[src/rtl/tod_pkg.sv]
// Shared widths, default terminal values and FSM state encoding for the
// time-of-day counter.
package tod_pkg;

    localparam int unsigned MIN_W        = 6;
    localparam int unsigned HOUR_W       = 5;
    localparam int unsigned MIN_MAX_DEF  = 59;
    localparam int unsigned HOUR_MAX_DEF = 23;

    typedef enum logic [1:0] {
        RUN  = 2'd0,
        LOAD = 2'd1,
        DONE = 2'd2
    } state_e;

endpackage : tod_pkg

[src/rtl/wrap_counter.sv]
// Compare-and-wrap up counter with synchronous load; wrap is the
// combinational "at terminal value and incrementing" flag.
module wrap_counter #(
    parameter int unsigned W   = 6,
    parameter int unsigned MAX = 59
) (
    input  logic         clk,
    input  logic         rst_n,
    input  logic         inc,
    input  logic         load,
    input  logic [W-1:0] load_val,
    output logic [W-1:0] value,
    output logic         wrap
);

    localparam logic [W-1:0] MAX_V = W'(MAX);

    logic [W-1:0] value_q;
    logic [W-1:0] value_d;

    assign wrap = inc && (value_q == MAX_V);

    // NOTE: every branch assigns value_d (default first), so no latch is inferred.
    always_comb begin
        value_d = value_q;
        if (load) begin
            value_d = load_val;
        end else if (wrap) begin
            value_d = '0;
        end else if (inc) begin
            value_d = value_q + W'(1);
        end
    end

    // NOTE: sequential state uses non-blocking assignments only.
    always_ff @(posedge clk or negedge rst_n) begin
        if (!rst_n) begin
            value_q <= '0;
        end else begin
            value_q <= value_d;
        end
    end

    assign value = value_q;

endmodule : wrap_counter

[src/rtl/time_of_day_counter.sv]
// 24-hour minutes/hours counter with a host time-set handshake and registered
// rollover pulses. Optional alarm compare is enabled by defining TOD_ALARM_EN.
module time_of_day_counter
    import tod_pkg::*;
#(
    parameter int unsigned MIN_MAX  = MIN_MAX_DEF,
    parameter int unsigned HOUR_MAX = HOUR_MAX_DEF
) (
    input  logic              clk,
    input  logic              rst_n,
    input  logic              min_tick,
    input  logic              set_valid,
    input  logic [HOUR_W-1:0] set_hours,
    input  logic [MIN_W-1:0]  set_minutes,
    output logic              set_ready,
    output logic              set_done,
    output logic              set_err,
    output logic [MIN_W-1:0]  minutes,
    output logic [HOUR_W-1:0] hours,
`ifdef TOD_ALARM_EN
    input  logic              alarm_wr,
    input  logic [HOUR_W-1:0] alarm_hours,
    input  logic [MIN_W-1:0]  alarm_minutes,
    input  logic              alarm_arm,
    output logic              alarm_hit,
`endif
    output logic              hour_rollover,
    output logic              day_rollover
);

    localparam logic [MIN_W-1:0]  MIN_MAX_V  = MIN_W'(MIN_MAX);
    localparam logic [HOUR_W-1:0] HOUR_MAX_V = HOUR_W'(HOUR_MAX);

    state_e            state_q, state_d;
    logic [MIN_W-1:0]  stage_min_q;
    logic [HOUR_W-1:0] stage_hr_q;
    logic              set_ready_q, set_done_q, set_err_q;
    logic              hour_roll_q, day_roll_q;

    logic accept, tick_run, in_range, load_ok, min_wrap, hour_wrap;

    // Ticks only count in RUN when no request is being accepted that cycle.
    assign accept   = (state_q == RUN) && set_valid;
    assign tick_run = (state_q == RUN) && !set_valid && min_tick;
    assign in_range = (stage_min_q <= MIN_MAX_V) && (stage_hr_q <= HOUR_MAX_V);
    assign load_ok  = (state_q == LOAD) && in_range;

    wrap_counter #(.W(MIN_W), .MAX(MIN_MAX)) u_minutes (
        .clk      (clk),
        .rst_n    (rst_n),
        .inc      (tick_run),
        .load     (load_ok),
        .load_val (stage_min_q),
        .value    (minutes),
        .wrap     (min_wrap)
    );

    wrap_counter #(.W(HOUR_W), .MAX(HOUR_MAX)) u_hours (
        .clk      (clk),
        .rst_n    (rst_n),
        .inc      (min_wrap),
        .load     (load_ok),
        .load_val (stage_hr_q),
        .value    (hours),
        .wrap     (hour_wrap)
    );

    always_comb begin
        state_d = state_q;
        unique case (state_q)
            RUN:     if (set_valid) state_d = LOAD;
            LOAD:    state_d = DONE;
            DONE:    if (!set_valid) state_d = RUN;
            default: state_d = RUN;
        endcase
    end

    always_ff @(posedge clk or negedge rst_n) begin
        if (!rst_n) begin
            state_q     <= RUN;
            stage_min_q <= '0;
            stage_hr_q  <= '0;
            set_ready_q <= 1'b1;
            set_done_q  <= 1'b0;
            set_err_q   <= 1'b0;
            hour_roll_q <= 1'b0;
            day_roll_q  <= 1'b0;
        end else begin
            state_q     <= state_d;
            set_ready_q <= (state_d == RUN);
            set_done_q  <= load_ok;
            set_err_q   <= (state_q == LOAD) && !in_range;
            hour_roll_q <= min_wrap;
            day_roll_q  <= hour_wrap;
            if (accept) begin
                stage_min_q <= set_minutes;
                stage_hr_q  <= set_hours;
            end
        end
    end

    assign set_ready     = set_ready_q;
    assign set_done      = set_done_q;
    assign set_err       = set_err_q;
    assign hour_rollover = hour_roll_q;
    assign day_rollover  = day_roll_q;

`ifdef TOD_ALARM_EN
    logic [MIN_W-1:0]  alarm_min_q;
    logic [HOUR_W-1:0] alarm_hr_q;
    logic              alarm_hit_q;
    logic [MIN_W-1:0]  min_next;
    logic [HOUR_W-1:0] hr_next;

    // Value the counters take on this edge when a tick is counted.
    always_comb begin
        min_next = min_wrap ? '0 : minutes + MIN_W'(1);
        hr_next  = hours;
        if (hour_wrap) begin
            hr_next = '0;
        end else if (min_wrap) begin
            hr_next = hours + HOUR_W'(1);
        end
    end

    always_ff @(posedge clk or negedge rst_n) begin
        if (!rst_n) begin
            alarm_min_q <= '0;
            alarm_hr_q  <= '0;
            alarm_hit_q <= 1'b0;
        end else begin
            if (alarm_wr) begin
                alarm_min_q <= alarm_minutes;
                alarm_hr_q  <= alarm_hours;
            end
            alarm_hit_q <= alarm_arm && tick_run &&
                           (min_next == alarm_min_q) && (hr_next == alarm_hr_q);
        end
    end

    assign alarm_hit = alarm_hit_q;
`endif

endmodule : time_of_day_counter

[config.mk]
export PLATFORM = sky130hd
export DESIGN_NAME = time_of_day_counter
export DESIGN_NICKNAME = d
export VERILOG_FILES = /design/src/rtl/tod_pkg.sv /design/src/rtl/wrap_counter.sv /design/src/rtl/time_of_day_counter.sv
export SDC_FILE = /design/constraint.sdc
export NUM_CORES = 1
export LEC_CHECK = 0
export CAP_MARGIN = 30
export CORE_ASPECT_RATIO = 1.4
export CORE_MARGIN = 8
export CORE_UTILIZATION = 52
export DETAILED_ROUTE_END_ITERATION = 16
export PLACE_DENSITY = 0.82
export SYNTH_ARGS = -nofsm -noshare
export SYNTH_HDL_FRONTEND = slang
export SYNTH_HIERARCHICAL = 1
export SYNTH_SLANG_ARGS = --single-unit
export TNS_END_PERCENT = 10
[constraint.sdc]
create_clock -name clk -period 3.35 [get_ports clk]
set_clock_uncertainty 0.15 [all_clocks]
set_input_delay 0.335 -clock clk [delete_from_list [all_inputs] [get_ports clk]]
set_output_delay 0.335 -clock clk [all_outputs]
set_load 0.1 [all_outputs]
==> results.yml, run 1 <==
status:
  status: "finished, final reports clean"
detailed_routing:
  routed_wl_um: 2890
  via_per_inst: 5.40
  drt.antenna.violating_nets: 0
  drt-met1-wl_um: 1130
  via_count: 1016
  drcViolationCount: 0
  wl_per_cell_um: 15.4
  wl_met3_um: 173
  wl_met2_um: 1520
  drt_first_iter_violations: 30
  dr.pass1.iters: 4
  top_layer_used: "met4"
global_route:
  antenna_found_initial: 0
  grt_pass1_wl_um: 4840
  grt.total_usage_pct: 13.6
  grt_pass1_vias: 1057
  grt_max_degree: 30
  gr-total-overflow: 0
sta:
  hold_viol: 0
  fin_crit_ps: 2450
  max_freq_mhz: 407
  rsz0062_at_grt: "no"
  slew_headroom_pct: 34.3
  worst_slew_pin_slew_ps: 982
  finalSetupViolCount: 0
  fin_setup_tns_ps: 0
  report.final.slew_viol_count: 0
  min_period_over_period_pct: 73.3
floorplan:
  die-area_sq_um: 4520
  io_pins: 31
  die_x_um: 59.2
  rows: 22
  dieHeight_um: 76.5
  core_sq_um: 2560
  start_util_pct: 53.0
final_layout:
  nets: 168
  finalInstanceArea_sq_um: 1770
  n_antenna_cell: 0
  area_growth_pct: 30.5
  final_core_util_pct: 69.2
  fin_cells: 188
  drive_above_1_share_pct: 19.7
cts:
  cts_hold_buffers: 0
  clock_sinks: 29
  cts_resized: 0
  cts_setup_buffers: 0
  cts_tree: "yes"
  cts_root_buffer: "clkbuf_4"
  clkSlewWorstSetupHoldPaths_ps: 100
  numCtsBuffers: 5
  cts.path.max_buffers: 2
  insertion_delay_ps: 330
  ctsHtreeMaxLevel: 2
critical_path:
  cp_data_required_time_ps: 2860
  worst-r2r-cell-count: 6
  r2r_end: "u_hours/value[3]"
  path_buf_inv: 1
  reg2reg_slack_ps: 990
  startpoint: "u_hours/value[2]"
  path_cells: "clkdlybuf4s50_1"
  crit_arrival_ps: 1970
  path_class: "reg -> out"
  start_kind: "register"
  worstReg2RegStart: "state_q[1]"
  critPathCaptureType: "output pin"
  cpMaxStageDelayCell: "clkdlybuf4s50_1"
  critPathMaxFanout: 6
  cp_top_family: "buffers and inverters"
  critPathMaxStageDelay_ps: 1170
yosys:
  synth_compound_area_share_pct: 10.1
  syn_nets: 133
  synth.distinct_cells: 33
  syn_area_sq_um: 1360
  synth_cells: 116
  synth_mux_area_share_pct: 12.8
  yosysWarnings: 6
  ys_seq_area_share_pct: 53.5
  synth_simple_gate_area_share_pct: 17.3
  synth_top_family_by_area: "simple AND/OR/NAND/NOR gates"
  synthAdderAreaFrac_pct: 1.84
  yosys.area_share.xor_xnor_pct: 0.645
  ys_ff_latch: 29
  avgSynthCellArea_sq_um: 11.7
placed_design:
  io_buffers: 30
  gp_congestion: 0.786
  placedInstanceArea_sq_um: 1690
  place_inst: 180
  hpwl_um: 2100
worst_hold_path:
  hp-class: "in -> async"
job:
  maxCapViolCount: 0
-- cell usage after synthesis (all sizes together) --
master   count  area share [%]
a221oi       1            0.65
dfrtp       28              52
and3         1            0.83
a311o        1            0.74
nand4        3             1.4
nor3         1            0.74
dfstp        1             1.9
o2111ai      1            0.65
mux2        11             9.1
mux2i        5             3.7
inv          5             1.4
nand3        3             1.1
o311ai       2             1.3
and4         1            0.74
nor3b        7             4.2
o41ai        1            0.65
and3b        1            0.65
o21ai        8             2.9
nand2       12             3.3
a31oi        1            0.46
nor4b        1            0.65
nand2b       1            0.46
nand3b       3             1.7
a21oi        5             1.8
nor2b        2            0.92
xor2         1            0.65
o211ai       1            0.92
ha           2             1.8
buf          5             2.3
nand4b       1            0.65
-- layer usage --
metal  vias to the layer above  global-route usage (%)
li1                        498                       -
met1                       481                    14.9
met2                        31                    22.1
met3                         6                    4.73
met4                         0                    6.97
met5                         -                       0
-- per-stage QoR --
step,hold slack (ps),setup slack (ps)
global placement,317,741
finish,226,895
CTS,239,890
floorplan,-111,835
global route,272,745
detailed placement,321,646
-- cells by family (layout without fill, tap and decap cells) --
logic type,Yosys count,count (layout)
and+or+nand+nor,37,37
adders and majority gates,2,2
AOI/OAI and AO/OA,21,21
muxes,16,16
xor gates and xnor gates,1,1
buffers and inverters,10,46
DFF,29,29
-- layout make-up --
class                           count  area [sq um]
Inverter                            5          18.8
Multi-Input combinational cell     77           581
Clock inverter                      1          30.0
Tap cell                           36          45.0
Clock buffer                        7          55.1
Timing Repair Buffer               33           315
Fill cell                         196           788
Sequential cell                    29           727
-- state kept, by name, summed over array words and instances, names as in the netlist --
signal and cells:
u_minutes/value 6, day_rollover 1, stage_min_q 6, set_ready 1, set_err 1, stage_hr_q 5, hour_rollover 1, u_hours/value 5
set_done 1, state_q 2
-- layout by cell type, fill, tap and decap left out, types with 5 or more instances in the layout --
cell,count
mux2i_1,5
dfrtp_1,28
buf_4,6
nor3b_1,6
clkdlybuf4s50_1,27
inv_1,5
mux2_2,11
a21oi_1,5
o21ai_0,8
clkbuf_4,5
nand2_1,12
-- how the worst max path moves through the flow --
| stage | to | slack (ps) | cells past startpoint |
|---|---|---|---|
| after floorplan | u_hours/value[4] | 830 | 6 |
| after global placement | u_hours/value[4] | 740 | 8 |
| after detailed placement | u_hours/value[4] | 650 | 8 |
| after CTS | hours[2] | 890 | 1 |
| after global routing | day_rollover | 750 | 7 |
| final | hours[2] | 900 | 1 |
Power of run 1 is not shown: default switching activity piles up to over one toggle a cycle in this logic, so the estimate is an artifact.
==> run 2, diff against run 1 <==
- CORE_UTILIZATION: 52 -> 44
- PLACE_DENSITY: 0.82 -> 0.74
- clock period: 3.35 -> 2.1 ns (I/O delays scaled with it)
==> results.yml, run 2 (synthesis results as in run 1) <==
status:
  status: "finished, final reports clean"
final_layout:
  drive_above_1_share_pct: 35.0
  finalInstanceArea_sq_um: 1810
  regArea_sq_um: 741
  final_common_cell: "buf_4"
  fillerInstances: 257
  final_cell_mix: "24 x buf_4, 23 x dfrtp_1, 14 x clkdlybuf4s50_1"
  n_antenna_cell: 0
  nets: 173
  area_growth_pct: 33.2
  multi_input_area_sq_um: 593
cts:
  numCtsBuffers: 5
  cts_root_buffer: "clkbuf_8"
  ctsHtreeMaxLevel: 2
  cts_resized: 0
  cts_tree: "yes"
  insertion_delay_ps: 280
  cts_setup_buffers: 0
  clock_sinks: 29
  cts.path.max_buffers: 2
  cts_hold_buffers: 0
  clkSlewWorstSetupHoldPaths_ps: 70
floorplan:
  die_x_um: 62.9
  io_pins: 31
  core_sq_um: 3030
  dieHeight_um: 81.7
  start_util_pct: 44.8
  rows: 24
  die-area_sq_um: 5140
critical_path:
  critPathCaptureType: "register"
  critPathMaxFanout: 6
  cpMaxStageDelayCell: "dfrtp_1"
  crit_arrival_ps: 1940
  cp_data_required_time_ps: 2100
  start_kind: "register"
  path_class: "reg -> reg"
  startpoint: "state_q[1]"
  path_cells: "nor4b_2 > nand2_1 > nor3_4 > buf_4 > nor3b_1 > a21oi_1 > o21ai_0"
  worstReg2RegStart: "state_q[1]"
  critPathMaxStageDelay_ps: 440
detailed_routing:
  drt_first_iter_violations: 12
  drcViolationCount: 0
  drt.antenna.violating_nets: 0
  via_count: 1031
  wl_per_cell_um: 15.2
  via_per_inst: 5.26
  routed_wl_um: 2980
  dr.pass1.iters: 4
placed_design:
  gp_congestion: 0.886
  placedInstanceArea_sq_um: 1720
  hpwl_um: 2160
  io_buffers: 30
worst_hold_path:
  hp-class: "in -> async"
global_route:
  grt_pass1_wl_um: 4860
  grt.total_usage_pct: 12.0
  antenna_found_initial: 0
  gr-total-overflow: 0
  grt_max_degree: 30
  grt_pass1_vias: 1028
sta:
  rsz0062_at_grt: "no"
  slew_headroom_pct: 76.4
  worst_slew_pin_slew_ps: 355
  report.final.slew_viol_count: 0
  hold_viol: 0
  min_period_over_period_pct: 92.5
  max_freq_mhz: 515
  finalSetupViolCount: 0
  whs_ps: 154
  fin_crit_ps: 1940
job:
  maxCapViolCount: 0
## run 2: cell types whose count changed in the layout (fill, tap and decap cells not counted), sizes merged
cell	previous run	this run
bufinv	1	0
clkbuf	7	5
clkinv	0	2
clkdlybuf4s50	27	14
buf	6	24
clkinvlp	0	1
## run 2: worst max-delay path, delay by kind of cell, from the launching register on
family,cells,cell delay (ps)
DFF,1,440
AOI/OAI and AO/OA,2,220
and+or+nand+nor,4,820
buffers and inverters,1,170
## run 2: final timing paths
check | slack [ps] | cells after the start | endpoint
setup / recovery | 160 | 7 | u_hours/value[0]
max in group asynchronous | 1340 | 2 | set_ready
hold reg to reg | 340 | 2 | u_minutes/value[1]
hold / removal | 150 | 2 | u_minutes/value[0]
min in group clk | 340 | 2 | u_minutes/value[1]
setup reg to reg | 160 | 7 | u_hours/value[0]
## run 2: final cells by class
cell class              count  area share (%)
clock buffers               5            3.81
clock inverters             3           0.969
inverters                   5            1.04
multi-input cells          77            32.8
flip-flops and latches     29            41.0
well taps                  39            2.70
repair buffers             38            17.7
## run 2: per-stage QoR
stage / setup WS [ps] / util (%) / TNS [ps] / std cells
global placement: -110 / 56.6 / -467 / 188
detailed placement: -209 / 56.6 / -1030 / 188
floorplan: 82.9 / - / 0 / 116
finish: 158 / 59.6 / 0 / 196
CTS: 37.8 / 59.4 / 0 / 196
global route: 17.7 / 59.6 / 0 / 196
## run 2: routing by layer
metal  track usage, %  vias to the layer above  share of wire (%)
met4             9.15                        0                2.1
li1                 -                      501                  -
met5                0                        -                  0
met2             20.1                       26                 50
met1             12.9                      497                 43
met3             3.00                        7                4.7
Power of run 2 is left out for the same reason.
==> run 3, diff against run 2 <==
- CORE_UTILIZATION: 44 -> 55
- DONT_BUFFER_PORTS: default -> 1
- PLACE_DENSITY: 0.74 -> 0.73
==> results.yml, run 3 (synthesis results as in run 1) <==
detailed_routing:
  via_per_inst: 5.97
  drcViolationCount: 0
  via_count: 1063
  routed_wl_um: 3060
  dr.pass1.iters: 6
  wl_per_cell_um: 17.2
  drt.antenna.violating_nets: 0
  drt_first_iter_violations: 29
sta:
  fin_crit_ps: 1940
  max_freq_mhz: 516
  min_period_over_period_pct: 92.3
  report.final.slew_viol_count: 0
  finalSetupViolCount: 0
  slew_headroom_pct: 67.3
  worst_slew_pin_slew_ps: 492
  hold_viol: 0
placed_design:
  hpwl_um: 2200
  io_buffers: 0
  place_inst: 156
  gp_congestion: 0.891
floorplan:
  rows: 21
  io_pins: 31
  dieHeight_um: 74.8
  die-area_sq_um: 4340
  core_sq_um: 2360
  start_util_pct: 57.4
  die_x_um: 58.0
final_layout:
  nets: 171
  final_common_cell: "dfrtp_1"
  n_antenna_cell: 0
  multi_input_area_sq_um: 593
  fillerInstances: 176
  fin_cells: 178
  regArea_sq_um: 741
  area_growth_pct: 31.2
  final_cell_mix: "23 x dfrtp_1, 22 x buf_4, 13 x dlygate4sd3_1"
  drive_above_1_share_pct: 34.2
status:
  status: "finished, final reports clean"
cts:
  clkSlewWorstSetupHoldPaths_ps: 90
  numCtsBuffers: 5
  clock_sinks: 29
  cts.path.max_buffers: 2
  cts_setup_buffers: 0
  cts_tree: "yes"
  cts_root_buffer: "clkbuf_4"
  insertion_delay_ps: 330
  ctsHtreeMaxLevel: 2
critical_path:
  worst-r2r-cell-count: 7
  worstReg2RegStart: "state_q[1]"
  cp_data_required_time_ps: 2160
  critPathCaptureType: "register"
  crit_arrival_ps: 2000
  path_class: "reg -> reg"
  r2r_end: "u_hours/value[3]"
  reg2reg_slack_ps: 160
  critPathMaxFanout: 6
  start_kind: "register"
global_route:
  antenna_found_initial: 0
  grt.total_usage_pct: 15.3
  grt_pass1_vias: 1046
  grt_max_degree: 30
  gr-total-overflow: 0
  grt_pass1_wl_um: 4920
worst_hold_path:
  hold_path_startpoint: "set_valid"
  hold_path_depth: 2
  hp-class: "in -> reg"
  min_to: "state_q[0]"
job:
  maxCapViolCount: 0
[run 3: changes by cell type in the layout (fill, tap and decap cells not counted), sizes merged]
cell           delta
clkdlybuf4s50    -14
dlygate4sd3      +13
clkbuf            +2
clkinv            -2
buf               -1
bufinv            +1
clkinvlp          -1
[run 3: how the worst max path moves through the flow]
stage	startpoint	to	slack, ps	cells after the start
after floorplan	state_q[1]	u_hours/value[4]	80	7
after global routing	state_q[0]	u_hours/value[3]	-5	7
after detailed placement	state_q[1]	u_hours/value[3]	60	7
after CTS	state_q[1]	u_hours/value[3]	60	7
final	state_q[1]	u_hours/value[3]	160	7
after global placement	state_q[1]	u_hours/value[3]	130	7
[run 3: final cells by class]
type / count / area share (%)
repair buffers: 36 / 17.7
clock inverters: 1 / 1.69
clock buffers: 7 / 3.09
well taps: 23 / 1.62
multi-input cells: 77 / 33.3
inverters: 5 / 1.05
flip-flops and latches: 29 / 41.6
[run 3: stage by stage]
stage               util, %  hold WS (ps)  TNS (ps)  setup WS, ps  cell area, sq um
floorplan                 -          -236         0          82.9              1380
global placement       65.1          -235         0           125              1540
detailed placement     65.1          -235         0          59.0              1540
CTS                    75.1          52.0         0          61.8              1780
global route           75.3          55.2     -5.21         -5.21              1780
finish                 75.3          78.2         0           161              1780
[run 3: metal layers]
metal / GRT usage (%) / vias up / part of all wire, %
met4: 8.74 / 0 / 2.0
met3: 8.03 / 5 / 8.7
met2: 25.2 / 37 / 53
met1: 15.0 / 519 / 37
li1: - / 502 / -
met5: 0 / - / 0
[run 3: timing repair]
action | CTS | global route
endpoints found under the hold margin | 42 | 0
gates resized for setup | 0 | 1
setup endpoints to repair | 0 | 7
hold buffers | 14 | 0
[run 3: critical path: stages, from the launching register on]
cell and delay, ps:
dfrtp_1 440, nor4b_2 330, nand2_1 170, nor3_4 280, buf_4 180, nand4_1 80, nand3b_1 100, o311ai_1 100
Power of run 3 is left out for the same reason.
